File: src/rtl/ram_rd_pkg.sv
// Shared types and constants for the data-RAM stream reader.
package ram_rd_pkg;

    localparam int DATA_W     = 32;
    localparam int ADDR_W     = 32;
    localparam int CNT_W      = 12;
    localparam int WORD_BYTES = 4;

    typedef enum logic [1:0] {
        IDLE,
        READ,
        DRAIN
    } state_t;

endpackage

File: src/rtl/stream_fifo2.sv
// Two-entry FIFO of {data, last} between the RAM read port and the output stream.
module stream_fifo2 #(
    parameter int W = 32
) (
    input  logic         clk,
    input  logic         rst_n,
    input  logic         push,
    input  logic [W-1:0] push_data,
    input  logic         push_last,
    input  logic         pop,
    output logic         can_push,
    output logic         full,
    output logic         empty,
    output logic [W-1:0] head_data,
    output logic         head_last
);

    logic [W-1:0] data_q [2];
    logic         last_q [2];
    logic         wr_ptr;
    logic         rd_ptr;
    logic [1:0]   count;

    // Caller only pushes when can_push is high and only pops when non-empty.
    always_ff @(posedge clk) begin
        if (!rst_n) begin
            wr_ptr <= 1'b0;
            rd_ptr <= 1'b0;
            count  <= 2'd0;
        end else begin
            if (push) wr_ptr <= ~wr_ptr;
            if (pop)  rd_ptr <= ~rd_ptr;
            count <= count + 2'(push) - 2'(pop);
        end
    end

    // NOTE: storage is not reset; the flushed count makes stale entries unreachable.
    always_ff @(posedge clk) begin
        if (push) begin
            data_q[wr_ptr] <= push_data;
            last_q[wr_ptr] <= push_last;
        end
    end

    assign full      = count[1];
    assign empty     = (count == 2'd0);
    assign can_push  = !full || pop;
    assign head_data = data_q[rd_ptr];
    assign head_last = last_q[rd_ptr];

endmodule

File: src/rtl/ram_stream_reader.sv
// Walks N consecutive RAM words from a base address and streams them out with a last flag.
module ram_stream_reader #(
    parameter int DATA_W = ram_rd_pkg::DATA_W,
    parameter int ADDR_W = ram_rd_pkg::ADDR_W,
    parameter int CNT_W  = ram_rd_pkg::CNT_W
) (
    input  logic              clk,
    input  logic              rst_n,
    input  logic              start,
    input  logic [ADDR_W-1:0] base_addr,
    input  logic [CNT_W-1:0]  word_count,
    output logic [ADDR_W-1:0] mem_A,
    input  logic [DATA_W-1:0] mem_RD,
    output logic              out_valid,
    input  logic              out_ready,
    output logic [DATA_W-1:0] out_data,
    output logic              out_last,
    output logic              busy,
    output logic              done
);

    ram_rd_pkg::state_t state;
    logic [ADDR_W-1:0]  addr;
    logic [CNT_W-1:0]   remaining;
    logic               can_push;
    logic               fifo_full;
    logic               fifo_empty;
    logic               push_fire;
    logic               pop_fire;
    logic               unused_low_bits;

    // Byte-offset bits of the base are dropped when the address is latched.
    assign unused_low_bits = ^base_addr[1:0];

    assign pop_fire  = out_valid && out_ready;
    assign push_fire = (state == ram_rd_pkg::READ) && can_push;
    assign out_valid = !fifo_empty;
    assign mem_A     = addr;

    stream_fifo2 #(.W(DATA_W)) u_fifo (
        .clk       (clk),
        .rst_n     (rst_n),
        .push      (push_fire),
        .push_data (mem_RD),
        .push_last (remaining == CNT_W'(1)),
        .pop       (pop_fire),
        .can_push  (can_push),
        .full      (fifo_full),
        .empty     (fifo_empty),
        .head_data (out_data),
        .head_last (out_last)
    );

    // NOTE: all state here is sequential, so every update uses <= to avoid ordering races.
    always_ff @(posedge clk) begin
        if (!rst_n) begin
            state     <= ram_rd_pkg::IDLE;
            addr      <= '0;
            remaining <= '0;
            busy      <= 1'b0;
            done      <= 1'b0;
        end else begin
            done <= 1'b0;
            case (state)
                ram_rd_pkg::IDLE: begin
                    if (start) begin
                        if (word_count != '0) begin
                            addr      <= {base_addr[ADDR_W-1:2], 2'b00};
                            remaining <= word_count;
                            busy      <= 1'b1;
                            state     <= ram_rd_pkg::READ;
                        end else begin
                            done <= 1'b1;
                        end
                    end
                end
                ram_rd_pkg::READ: begin
                    if (push_fire) begin
                        addr      <= addr + ADDR_W'(ram_rd_pkg::WORD_BYTES);
                        remaining <= remaining - CNT_W'(1);
                        if (remaining == CNT_W'(1)) state <= ram_rd_pkg::DRAIN;
                    end
                end
                ram_rd_pkg::DRAIN: begin
                    // The last-flagged entry is always the final one left in the FIFO.
                    if (pop_fire && out_last) begin
                        busy  <= 1'b0;
                        done  <= 1'b1;
                        state <= ram_rd_pkg::IDLE;
                    end
                end
                default: state <= ram_rd_pkg::IDLE;
            endcase
        end
    end

endmodule

File: config.mk
export PLATFORM = sky130hd
export DESIGN_NAME = ram_stream_reader
export DESIGN_NICKNAME = d
export VERILOG_FILES = /design/src/rtl/ram_rd_pkg.sv /design/src/rtl/stream_fifo2.sv /design/src/rtl/ram_stream_reader.sv
export SDC_FILE = /design/constraint.sdc
export NUM_CORES = 1
export LEC_CHECK = 0
export CAP_MARGIN = 30
export CORE_MARGIN = 5
export CORE_UTILIZATION = 40
export CTS_BUF_LIST = sky130_fd_sc_hd__clkbuf_2
export DETAILED_ROUTE_END_ITERATION = 10
export HOLD_SLACK_MARGIN = 0.12
export PLACE_DENSITY_LB_ADDON = 0.08
export SETUP_SLACK_MARGIN = 0.2
export SLEW_MARGIN = 25
export SYNTH_ARGS = -nofsm -noshare
export SYNTH_HDL_FRONTEND = slang
export SYNTH_SLANG_ARGS = --single-unit
File: constraint.sdc
create_clock -name clk -period 7.1 [get_ports clk]
set_clock_uncertainty 0.15 [all_clocks]
set_input_delay 0.71 -clock clk [delete_from_list [all_inputs] [get_ports clk]]
set_output_delay 0.71 -clock clk [all_outputs]
set_load 0.02 [all_outputs]
---- After elaboration in Yosys (flattened, before gate mapping) ----
Memory sizes are Yosys's and may differ from the RTL's. A register that Yosys moved wholly into a read port is not among the register bits.
Index checks and enable logic that the tools add are counted.
storage, ports and cells
  bits in registers ....................... 52
  bits in latches ......................... 0
  bits in writable memories ............... 66
  memory bits (read-only) ................. 0
  output and inout bits ................... 68
  logic and storage cells ................. 66
  memories kept ........................... 2
operators by class
  add/subtract/negate cells ............... 4
  $mul .................................... 0
  div/mod/pow operators ................... 0
  $lt $le $gt $ge ......................... 0
  eq/ne operators ......................... 8
  shift-type cells ........................ 0
  mux-type cells .......................... 28
  bitwise gates (word level) .............. 2
  reductions and logical operators ........ 14
memories
  memory         depth  bits a word  rd ports  clocked after Yosys merged registers in  wr ports  line                source
  u_fifo.data_q  2      32           1         1                                        1         stream_fifo2.sv:18  logic [W-1:0] data_q [2];
  u_fifo.last_q  2      1            1         1                                        1         stream_fifo2.sv:19  logic last_q [2];
operators with widths
  operator                 count
  $mux W32                 3
  $pmux W32 S2             1
  $mux W12                 3
  $add A32 B3 Y32 const B  1
  $pmux W12 S2             1
  $eq A12 B1 Y1 const B    1
  $mux W1                  12
  $reduce_bool A12 Y1      1
  $sub A12 B1 Y12 const B  1
  $mux W2                  5
  $reduce_and A4 Y1        2
  $ne A2 B2 Y1 const B     3
  $pmux W2 S3              1
  $reduce_and A5 Y1        1
  $logic_not A2 Y1         2
  $ne A2 B1 Y1 const B     2
  $pmux W1 S2              2
  $reduce_bool A2 Y1       2
  $logic_and A1 B1 Y1      3
  $add A2 B1 Y2            1
  $eq A2 B1 Y1 const B     1
  $eq A2 B2 Y1 const B     1
  $logic_not A1 Y1         2
  $not A1 Y1               2
  other kinds (2)          2

---- Logic depth before layout (Yosys ltp) ----
  depth in word-level cells ............... 7
  gate-level depth with buffers ........... 9

---- Cells and area by module ----
From an unflattened synthesis, not the netlist that was laid out.
unflattened totals
  cells, all modules ...................... 509
  area total of the unflattened synthesis .. 5713.0 um^2
modules (own cells, without submodules)
  module             instances  cells an instance  area each (um^2)
  ram_stream_reader  1          385                2950.3
  stream_fifo2       1          124                2762.6

---- Least setup slack after synthesis ----
No wires, ideal clock.
  path kind ............................... input to register
  start ................................... input port out_ready
  end ..................................... memory u_fifo.data_q[0][0], enable pin
  setup time .............................. 423 ps
  data arrival time ....................... 2433 ps
  data required time ...................... 6527 ps
  setup slack ............................. 4094 ps
  stages .................................. 3
  path buffers ............................ 0
  cell sequence ........................... nand2b_1 -> nand2_1 -> nor2_1
on the way
  cells in the longest elaborated chain, start to end .. 5
RTL lines
  item                           line                     source
  start: declaration             ram_stream_reader.sv:15  input logic out_ready,
  $logic_and A1 B1 Y1            ram_stream_reader.sv:35  assign pop_fire = out_valid && out_ready;
  $logic_or A1 B1 Y1             stream_fifo2.sv:47       assign can_push = !full || pop;
  $logic_and A1 B1 Y1            ram_stream_reader.sv:36  assign push_fire = (state == ram_rd_pkg::READ) && can_push;
  $mux W1                        stream_fifo2.sv:39       if (push) begin
  $mux W1 (implied by the code)  stream_fifo2.sv:40       data_q[wr_ptr] <= push_data;
  end: declaration               stream_fifo2.sv:18
Every way passes these cells.

==> results summary <==
Setup repair after global routing left no endpoint under its margin. In this run the deepest clock path goes through 2 buffers. The post-synthesis area per instance is 10.6 µm². The xor/xnor cell area share of the yosys netlist is 0.00793.

The final number of max-transition violations came out at 0. The library cell used most frequently in the layout, excluding fill and tap cells, is sky130_fd_sc_hd__clkdlybuf4s50_1. The met1 routed wirelength after detailed routing came out at 6650 µm. The post-CTS setup buffer count came out at 0.

Together, buffers and inverters on the worst path number 2. The largest individual stage delay along the critical path comes from the cell sky130_fd_sc_hd__dfxtp_1. The area of the core is 13700 µm².

The number of resized instances in the post-cts repair step came out at 0. The worst hold path begins at remaining[1]$_SDFFE_PN0P_. Final hold analysis gives a worst-case slack of 0.347 ns. The initial core utilization came out at 0.403.

The share of the core filled with cells in the final layout came out at 0.539. The cell count after placement came out at 817. The gate count after technology mapping is 520.

The routed wire length per instance is 17.8 µm. Measured along the x axis, the die boundary spans 128 µm. The sink count of the clock tree came out at 117. TritonCTS built the clock tree. The number of synthesized flops with an enable pin is 66. The share of flip-flops with an asynchronous set or reset came out at 0. By area, the combinational part of the netlist is dominated by simple AND/OR/NAND/NOR gates. The via count of the first global-routing pass came out at 4554. Based on the critical path, the design can be clocked at up to 291 MHz. The netlist uses 59 different library cells. The number of warnings printed during yosys synthesis came out at 0. STA classifies the critical path startpoint as a flop. Headroom to the max-slew limit came out at 0.428.

The largest fanout on the critical path is 26. In this run the vertical extent of the chip is 128 µm. The highest layer touched by signal routing is met4. For the worst setup path, the data arrival time is 2.58 ns. Among all flip-flop cells after synthesis, the most frequent one is sky130_fd_sc_hd__edfxtp_1. In the finished design, the share of the clock period the worst path needs comes to 0.484. After synthesis, the share of cell area in mux cells is 0.0781.

The DRC violations left came out at 0. The die covers 16300 µm². The largest single stage delay on the critical path is 0.56 ns. The register area share after synthesis came out at 0.543. The final layout net count is 741. The number of antenna violations at the first check in global routing came to 1. The number of hold buffers added after cts came out at 0. The total of max-cap violations is 0. By area the synthesized netlist is led by sky130_fd_sc_hd__edfxtp_1, sky130_fd_sc_hd__dfxtp_1, sky130_fd_sc_hd__mux2_2, sky130_fd_sc_hd__a21oi_1, sky130_fd_sc_hd__nand2_1. The final-layout setup total negative slack is 0 ns. The startpoint identified for the worst register-to-register timing path is state[0]$_SDFFE_PN0P_. Of the total synthesized cell area, the portion taken by full adders, half adders and majority gates is 0.0113. Across every metal layer, demand over resource in global routing totals 0.186.

Of the total synthesized cell area, the portion taken by AND, OR, NAND and NOR gates is 0.168. In the final layout, the share of cells above drive strength 1 is 0.141. The gate family responsible for the most delay along the worst path is buffers and inverters. Dividing the detail-routed via count by the number of cells gives 5.56. Detailed routing placed a total of 1130 µm of wire on met3. The I/O pin count came out at 148. From synthesis to final layout, the design area changed by 33.7%. Traced cell by cell, the critical path runs through buf_4 -> mux2_2 -> clkdlybuf4s50_1. The minimum setup slack among reg-to-reg paths is 4.12 ns. The static leakage is 2.54 nW.

The post-detailed-routing wire length came out at 15200 µm. The detailed router finished its first iteration with 377 violations. The total of buffers placed on input and output ports is 143. The H-tree was split into 4 levels. The area fraction in compound gates after synthesis is 0.154. The number of nets with antenna violations after routing came out at 0.

The total setup violations reported at the end of the flow is 0. The worst setup path is captured at an output port. The first-pass GRT wire length came out at 23800 µm. Counting flops and latches in the post-synthesis netlist gives 117.

The number of endpoints with negative hold slack in the final report is 0. The largest total area in the synthesized netlist belongs to sky130_fd_sc_hd__edfxtp_1. The total CTS buffers is 17. The actual transition at the worst max-transition pin came out at 0.847 ns. The run finished with clean final reports. The root buffer cell chosen for the clock tree is sky130_fd_sc_hd__clkbuf_2.

The setup path with the least slack is of type flop to output port. The power per cell area came out at 259 nW/µm². The global-route congestion overflow total is 0. Of the post-synthesis cell area, the dominant cell type holds 0.359. In the layout the commonest cells are sky130_fd_sc_hd__clkdlybuf4s50_1, sky130_fd_sc_hd__edfxtp_1, sky130_fd_sc_hd__dfxtp_1. The clock network latency to the later pin of the worst-skew pair came out at 0.68 ns. The largest voltage drop on the vdd net is 0.105 mV. The routability congestion estimate from global placement came out at 0.837. The number of core rows came out at 43.

After clock tree synthesis, the clock-pin slew on the worst setup and hold paths is 0.20 ns. Wire segments on met2 add up to 7160 µm in the final route. Detailed routing inserted a total of 4722 vias. The path class of the tightest hold or removal check is flop to flop. The routed design could run at a clock period as short as 3.44 ns. The HPWL after detailed placement is 10200 µm. The first TritonRoute pass finished after 7 iterations. The post-layout instance count excluding filler cells came out at 850. The largest net degree at the start of global routing is 41.

At the worst endpoint, the required time is 6.24 ns. In this run the cell area of the synthesized design comes to 5530 µm².
==> state kept, by name (all words and copies together), names as in the netlist, 2 cells and up, named ones only <==
signal / count
remaining: 12
u_fifo.count: 2
state: 2
mem_A: 30
u_fifo.last_q: 2
u_fifo.data_q: 64
==> stage by stage <==
step                setup slack [ns]  area [µm²]  total power [mW]
floorplan                       4.09        5530              1.20
global placement                3.65        7110              1.45
detailed placement              3.57        7130              1.47
CTS                             3.55        7390              1.93
global route                    3.47        7390              2.01
finish                          3.66        7390              1.91
==> worst register-to-register path, delay by kind of cell, from the launching register on <==
| family | cells | cell delay [ns] |
|---|---|---|
| AOI/OAI and AO/OA | 3 | 1.08 |
| and+or+nand+nor | 2 | 0.37 |
| buffers and inverters | 2 | 0.87 |
| DFF | 1 | 0.46 |
==> area by class of cell <==
cell class,count,area (µm²)
Fill cell,1273,6330
Inverter,12,45.0
Timing Repair Buffer,153,1530
Tap cell,180,225
Sequential cell,117,3000
Clock inverter,13,158
Antenna cell,1,2.50
Clock buffer,19,95.1
Multi-Input combinational cell,355,2330
==> path summary, 6_finish.rpt <==
| kind | endpoint | cells after the start |
|---|---|---|
| setup / recovery | out_data[28] | 3 |
| hold / removal | remaining[1]$_SDFFE_PN0P_ | 2 |
| setup reg to reg | mem_A[7]$_SDFFE_PN0P_ | 7 |
| hold reg to reg | remaining[1]$_SDFFE_PN0P_ | 2 |
==> layer usage <==
metal,up-vias,GRT usage
met3,24,0.0548
met2,195,0.296
li1,2245,-
met1,2258,0.244
met4,0,0.0618
met5,-,0
==> cells in the mapped netlist (all sizes together), types with 3 or more instances <==
library cell / instances
edfxtp: 66
o22ai: 6
and2: 4
buf: 11
o221ai: 3
o32ai: 5
nand3b: 3
or2: 3
a311oi: 5
o21ai: 28
a21oi: 38
or4: 4
and3: 6
inv: 11
nand2: 44
dfxtp: 51
nand4: 7
mux2: 33
nor4: 12
nor2: 40
o21a: 6
a211oi: 12
xor2: 3
nand3: 16
nor2b: 4
clkbuf: 26
mux2i: 6
nor3: 13
and4: 7
ha: 5
o31ai: 5
o221a: 4
o211ai: 6
nand2b: 5
==> power by group <==
part / leakage [nW] / switching, mW / internal, mW / total, mW
combinational: 1.36 / 0.306 / 0.297 / 0.603
sequential: 1.03 / 0.0588 / 0.791 / 0.850
clock: 0.148 / 0.262 / 0.198 / 0.460
total: 2.54 / 0.627 / 1.29 / 1.91
==> cell families after synthesis <==
logic type               count (synthesis)
AO/OA/AOI/OAI                          130
XOR/XNOR                                 5
adder cells (fa/ha/maj)                  5
buffers and inverters                   49
flip-flops                             117
multiplexers                            39
other                                    1
AND/OR/NAND/NOR                        174
Power figures use the tool's default switching activity.
